## src/rtl/multicycle_alu.sv

```systemverilog
// Handshaked execute unit: single-cycle logic/arith/shift ops plus iterative
// shift-add MUL and restoring unsigned DIVU/REMU, with zero/overflow/error flags.
module multicycle_alu #(
    parameter int WIDTH    = 32,
    parameter bit FAST_MUL = 1'b0
) (
    input  logic             clk,
    input  logic             rst_n,
    input  logic             in_valid,
    output logic             in_ready,
    input  logic [WIDTH-1:0] a,
    input  logic [WIDTH-1:0] b,
    input  logic [5:0]       alufn,
    output logic             out_valid,
    input  logic             out_ready,
    output logic [WIDTH-1:0] otp,
    output logic             zero,
    output logic             overflow,
    output logic             err
);

    localparam int SW = $clog2(WIDTH);
    localparam logic [SW-1:0] LAST = SW'(WIDTH - 1);

    typedef enum logic [5:0] {
        OP_ADD  = 6'b000000, OP_SUB = 6'b000001, OP_MUL = 6'b000010,
        OP_DIVU = 6'b000011, OP_AND = 6'b000100, OP_OR  = 6'b000101,
        OP_XOR  = 6'b000110, OP_REMU = 6'b000111, OP_SLL = 6'b001000,
        OP_SRL  = 6'b001001, OP_SRA = 6'b001010, OP_SLT = 6'b001011
    } op_e;

    typedef enum logic [1:0] {IDLE, BUSY, DONE} state_e;

    state_e            state;
    logic [SW-1:0]     cnt;
    logic [5:0]        op_q;
    logic [WIDTH-1:0]  a_q, b_q, hi, lo;

    logic [WIDTH-1:0]   res, sum, diff;
    logic [2*WIDTH-1:0] prod;
    logic [SW-1:0]      shamt;
    logic               ovf, bad, iter;

    logic [WIDTH:0]     mul_sum, shifted, div_diff;
    logic [WIDTH-1:0]   hi_n, lo_n, fin_res;
    logic               fin_ovf, fin_err;

    assign in_ready  = (state == IDLE);
    assign out_valid = (state == DONE);

    // Single-cycle result straight from the input operands.
    always_comb begin
        // NOTE: every always_comb output gets a default first so no path infers a latch.
        res   = '0;
        ovf   = 1'b0;
        bad   = 1'b0;
        sum   = a + b;
        diff  = a - b;
        prod  = {{WIDTH{1'b0}}, a} * {{WIDTH{1'b0}}, b};
        shamt = b[SW-1:0];
        iter  = (alufn == OP_DIVU) || (alufn == OP_REMU) || ((alufn == OP_MUL) && !FAST_MUL);
        case (alufn)
            OP_ADD: begin
                res = sum;
                ovf = (a[WIDTH-1] == b[WIDTH-1]) && (sum[WIDTH-1] != a[WIDTH-1]);
            end
            OP_SUB: begin
                res = diff;
                ovf = (a[WIDTH-1] != b[WIDTH-1]) && (diff[WIDTH-1] != a[WIDTH-1]);
            end
            OP_MUL: begin
                res = prod[WIDTH-1:0];
                ovf = (prod[2*WIDTH-1:WIDTH] != '0);
            end
            OP_DIVU, OP_REMU: res = '0;
            OP_AND: res = a & b;
            OP_OR:  res = a | b;
            OP_XOR: res = a ^ b;
            OP_SLL: res = a << shamt;
            OP_SRL: res = a >> shamt;
            OP_SRA: res = $unsigned($signed(a) >>> shamt);
            OP_SLT: res = {{(WIDTH-1){1'b0}}, ($signed(a) < $signed(b))};
            default: bad = 1'b1;
        endcase
    end

    // One iteration step; hi/lo hold partial product or remainder/quotient.
    always_comb begin
        mul_sum  = {1'b0, hi} + {1'b0, a_q};
        shifted  = {hi, lo[WIDTH-1]};
        div_diff = shifted - {1'b0, b_q};
        hi_n     = hi;
        lo_n     = lo;
        if (op_q == OP_MUL) begin
            {hi_n, lo_n} = lo[0] ? {mul_sum, lo[WIDTH-1:1]} : {1'b0, hi, lo[WIDTH-1:1]};
        end else if (!div_diff[WIDTH]) begin
            hi_n = div_diff[WIDTH-1:0];
            lo_n = {lo[WIDTH-2:0], 1'b1};
        end else begin
            hi_n = shifted[WIDTH-1:0];
            lo_n = {lo[WIDTH-2:0], 1'b0};
        end
        fin_res = (op_q == OP_REMU) ? hi_n : lo_n;
        fin_ovf = (op_q == OP_MUL) && (hi_n != '0);
        fin_err = (op_q != OP_MUL) && (b_q == '0);
    end

    always_ff @(posedge clk or negedge rst_n) begin
        if (!rst_n) begin
            state    <= IDLE;
            cnt      <= '0;
            op_q     <= '0;
            a_q      <= '0;
            b_q      <= '0;
            hi       <= '0;
            lo       <= '0;
            otp      <= '0;
            zero     <= 1'b0;
            overflow <= 1'b0;
            err      <= 1'b0;
        end else begin
            // NOTE: sequential state uses non-blocking assignments only, so every flop samples pre-edge values.
            case (state)
                IDLE: if (in_valid) begin
                    op_q <= alufn;
                    a_q  <= a;
                    b_q  <= b;
                    cnt  <= '0;
                    if (iter) begin
                        hi    <= '0;
                        lo    <= (alufn == OP_MUL) ? b : a;
                        state <= BUSY;
                    end else begin
                        otp      <= res;
                        zero     <= (res == '0);
                        overflow <= ovf;
                        err      <= bad;
                        state    <= DONE;
                    end
                end
                BUSY: begin
                    hi  <= hi_n;
                    lo  <= lo_n;
                    cnt <= cnt + 1'b1;
                    if (cnt == LAST) begin
                        otp      <= fin_res;
                        zero     <= (fin_res == '0);
                        overflow <= fin_ovf;
                        err      <= fin_err;
                        state    <= DONE;
                    end
                end
                DONE: if (out_ready) state <= IDLE;
                default: state <= IDLE;
            endcase
        end
    end

endmodule

```

## config.mk

```make
export PLATFORM = sky130hd
export DESIGN_NAME = multicycle_alu
export DESIGN_NICKNAME = d
export VERILOG_FILES = /design/src/rtl/multicycle_alu.sv
export SDC_FILE = /design/constraint.sdc
export NUM_CORES = 2
export LEC_CHECK = 0
export CORE_MARGIN = 3
export CORE_UTILIZATION = 40
export DETAILED_ROUTE_END_ITERATION = 8
export PLACE_DENSITY = 0.66
export RECOVER_POWER = 50
export SYNTH_ARGS = -nofsm -noshare
export SYNTH_HDL_FRONTEND = slang
export SYNTH_SLANG_ARGS = --single-unit
```

## constraint.sdc

```tcl
create_clock -name clk -period 9.54 [get_ports clk]
set_input_delay 0.954 -clock clk [delete_from_list [all_inputs] [get_ports clk]]
set_output_delay 0.954 -clock clk [all_outputs]
set_load 0.01 [all_outputs]
```

==> metrics.cfg <==
[detailed_routing]
vias=38359
vias_per_cell=6.36
drc=0
drtPass1Iterations=7
dr.first_iter.drc_count=5093
ant_nets=0
wl_per_cell_um=31.1
wirelength_um=188000

[worst_setup_path]
slowest_delay_ns=0.59
cp.required_ns=9.96
r2r_end=zero
cp.arrival_ns=9.74
r2r_start=b_q[0]
cp-end-kind=register
cp_max_fo=10
cp_slowest_cell=fa_1
cp-startpoint=a[12]
startpoint_type=input port
r2r_slack_ns=3.03
r2r_cells=16
critical_path_class=input port to register
crit_top_cell=fa_1

[final_layout]
layout.nets=5565
syn_to_final_growth_pct=8.93
drive_gt1_share_pct=8.84
fin_util_pct=44.2

[timing]
tns_ns=0
setup_ws_ns=0.217
hold_viol=0
whs_ns=0.484
rsz0062_at_grt=false
fin_crit_ns=9.32
skew_ns=0.0181
slew_headroom_pct=-287
timing.fmax_ghz=0.107
finalMaxSlewViolations=179
tightest_slew_ns=5.80
setup_viol=0
period_share_pct=97.7

[global_routing]
antenna_found_initial=9
met1_usage_pct=50.0
grt_overflow=0
grt_util_met3_pct=10.4
grt_max_degree=105
grt_util_met2_pct=54.1
busiest_layer=met2
grt_pass1_wl_um=269000
grt_pass1_vias=37450
grt_usage_pct=37.5

[clocking]
cts-resized-gates=0
clock_sinks=176
hold_buffers=0
cts_made_buffers=17
cts_tree=done
htreeDepth=4
clkTransAtPathRegs_ns=0.08
clkLatencyLatePin_ns=0.48
cts_buffer_depth=2
cts_setup_buffers=0
root_buffer=clkbuf_16

[yosys]
synthTopCellsByArea=fa_1, dfrtp_1, ha_1, nor2_1, inv_1
synthFlopType=dfrtp_1
async_flop_share_pct=100
synth_top_area_cell=fa_1
synthXorXnorAreaFrac_pct=2.05
synth_edf_count=0
synth_top_cell_area_share_pct=23.2
synth_mux_area_share_pct=7.63
avgSynthCellArea_um2=7.88
ys_types=94
synth.yosys.seq_area_share_pct=11.6
synth_area_um2=38000
synth-compound-area-share_pct=19.0
ys_ff_latch=176
synth_top_family_by_area=adder cells
yosys.area_share.simple_pct=17.3
synthAdderAreaFrac_pct=32.7
syn-num-nets=5631
synthCells=4827
synth-warning-count=0

[placement]
dpl_worst_slack_ns=0.0764
hpwlAfterDp_um=148000
io_buffers=110
gp_congestion=1.10

[floorplan]
die-area_um2=98900
dieWidth_um=314
pin_count=111
start_util_pct=40.6
core_area_um2=93700
die_h_um=314
row_count=112

[min_path]
whs_endpoint=otp[16]
hold_path_depth=2
min_path_type=register to register
hp-start=otp[16]

[run]
drv_cap=2

[status]
violations=max-capacitance violations, max-slew violations
status=finished, violations left

[worst max-delay path, delay by kind of cell]
kind                     cells  cell delay [ns]
buffers and inverters        4             1.19
AND/OR/NAND/NOR              7             2.02
AO/OA/AOI/OAI                5             1.22
adder cells (fa/ha/maj)      9             4.35
[final cells by class]
cell class | count | area, µm²
inverter | 570 | 2140
fill | 9552 | 52300
tap | 1254 | 1570
timing repair buffer | 317 | 2710
antenna | 8 | 20.0
clock inverter | 15 | 166
clock buffer | 17 | 425
multi-input combinational | 3679 | 30000
sequential | 176 | 4400
[flip-flops by register name (all words and copies together), names as in the netlist]
| register | flops |
|---|---|
| a_q | 32 |
| b_q | 32 |
| hi | 32 |
| lo | 32 |
| otp | 32 |
| op_q | 6 |
| cnt | 5 |
| state | 2 |
| err | 1 |
| overflow | 1 |
| zero | 1 |
[through the flow]
stage / cell area (µm²) / instances
3_5_place_dp: 40800 / 5996
3_3_place_gp: 40800 / 5996
4_1_cts: 41400 / 6028
2_1_floorplan: 38000 / 4827
6_report: 41400 / 6036
5_1_grt: 41400 / 6028
[cells by family (layout without fill, tap and decap cells)]
logic type | after synthesis | after routing
simple gates | 1511 | 1511
compound gates | 1113 | 1113
buf+inv | 972 | 919
fa+ha+maj | 730 | 730
mux | 238 | 238
flops | 176 | 176
xor+xnor | 87 | 87
other cells | 0 | 8
[placed cells by master, fill, tap and decap left out, types with 42 or more instances in the layout]
cell type,count
a21oi_1,291
nor2_1,610
a21o_1,53
mux2_2,75
mux2i_1,129
nor3_1,58
nand2_1,530
ha_1,289
fa_1,441
clkdlybuf4s50_1,98
nand3_1,62
a211oi_1,42
dfrtp_1,176
o21ai_0,270
inv_1,532
buf_4,201
xnor2_1,56
[synth_stat cells (all sizes together) (37+ instances only)]
cell and instances:
a22oi 37, dfrtp 176, clkbuf 285, nor2 615
a211oi 42, fa 441, o21ai 272, mux2 75
mux2i 129, a21o 55, xnor2 56, nor3 60
nand3 63, a31oi 39, o211ai 41, nand4 37
inv 540, nand2 531, a21oi 291, ha 289
buf 117
[metal layers]
layer  routed length [µm]  vias to the layer above
li1                     -                    16093
met3                22600                      664
met4                14400                        6
met5                   46                        -
met2                76900                     2615
met1                74000                    18981
[worst max path at each step]
stage | to | cells past startpoint
3_5_place_dp | zero | 25
3_3_place_gp | zero | 27
5_1_grt | zero | 25
4_1_cts | zero | 26
6_report | zero | 25
2_1_floorplan | zero | 32
Power is not shown: default switching activity piles up to over one toggle a cycle in this logic, so the estimate is an artifact.
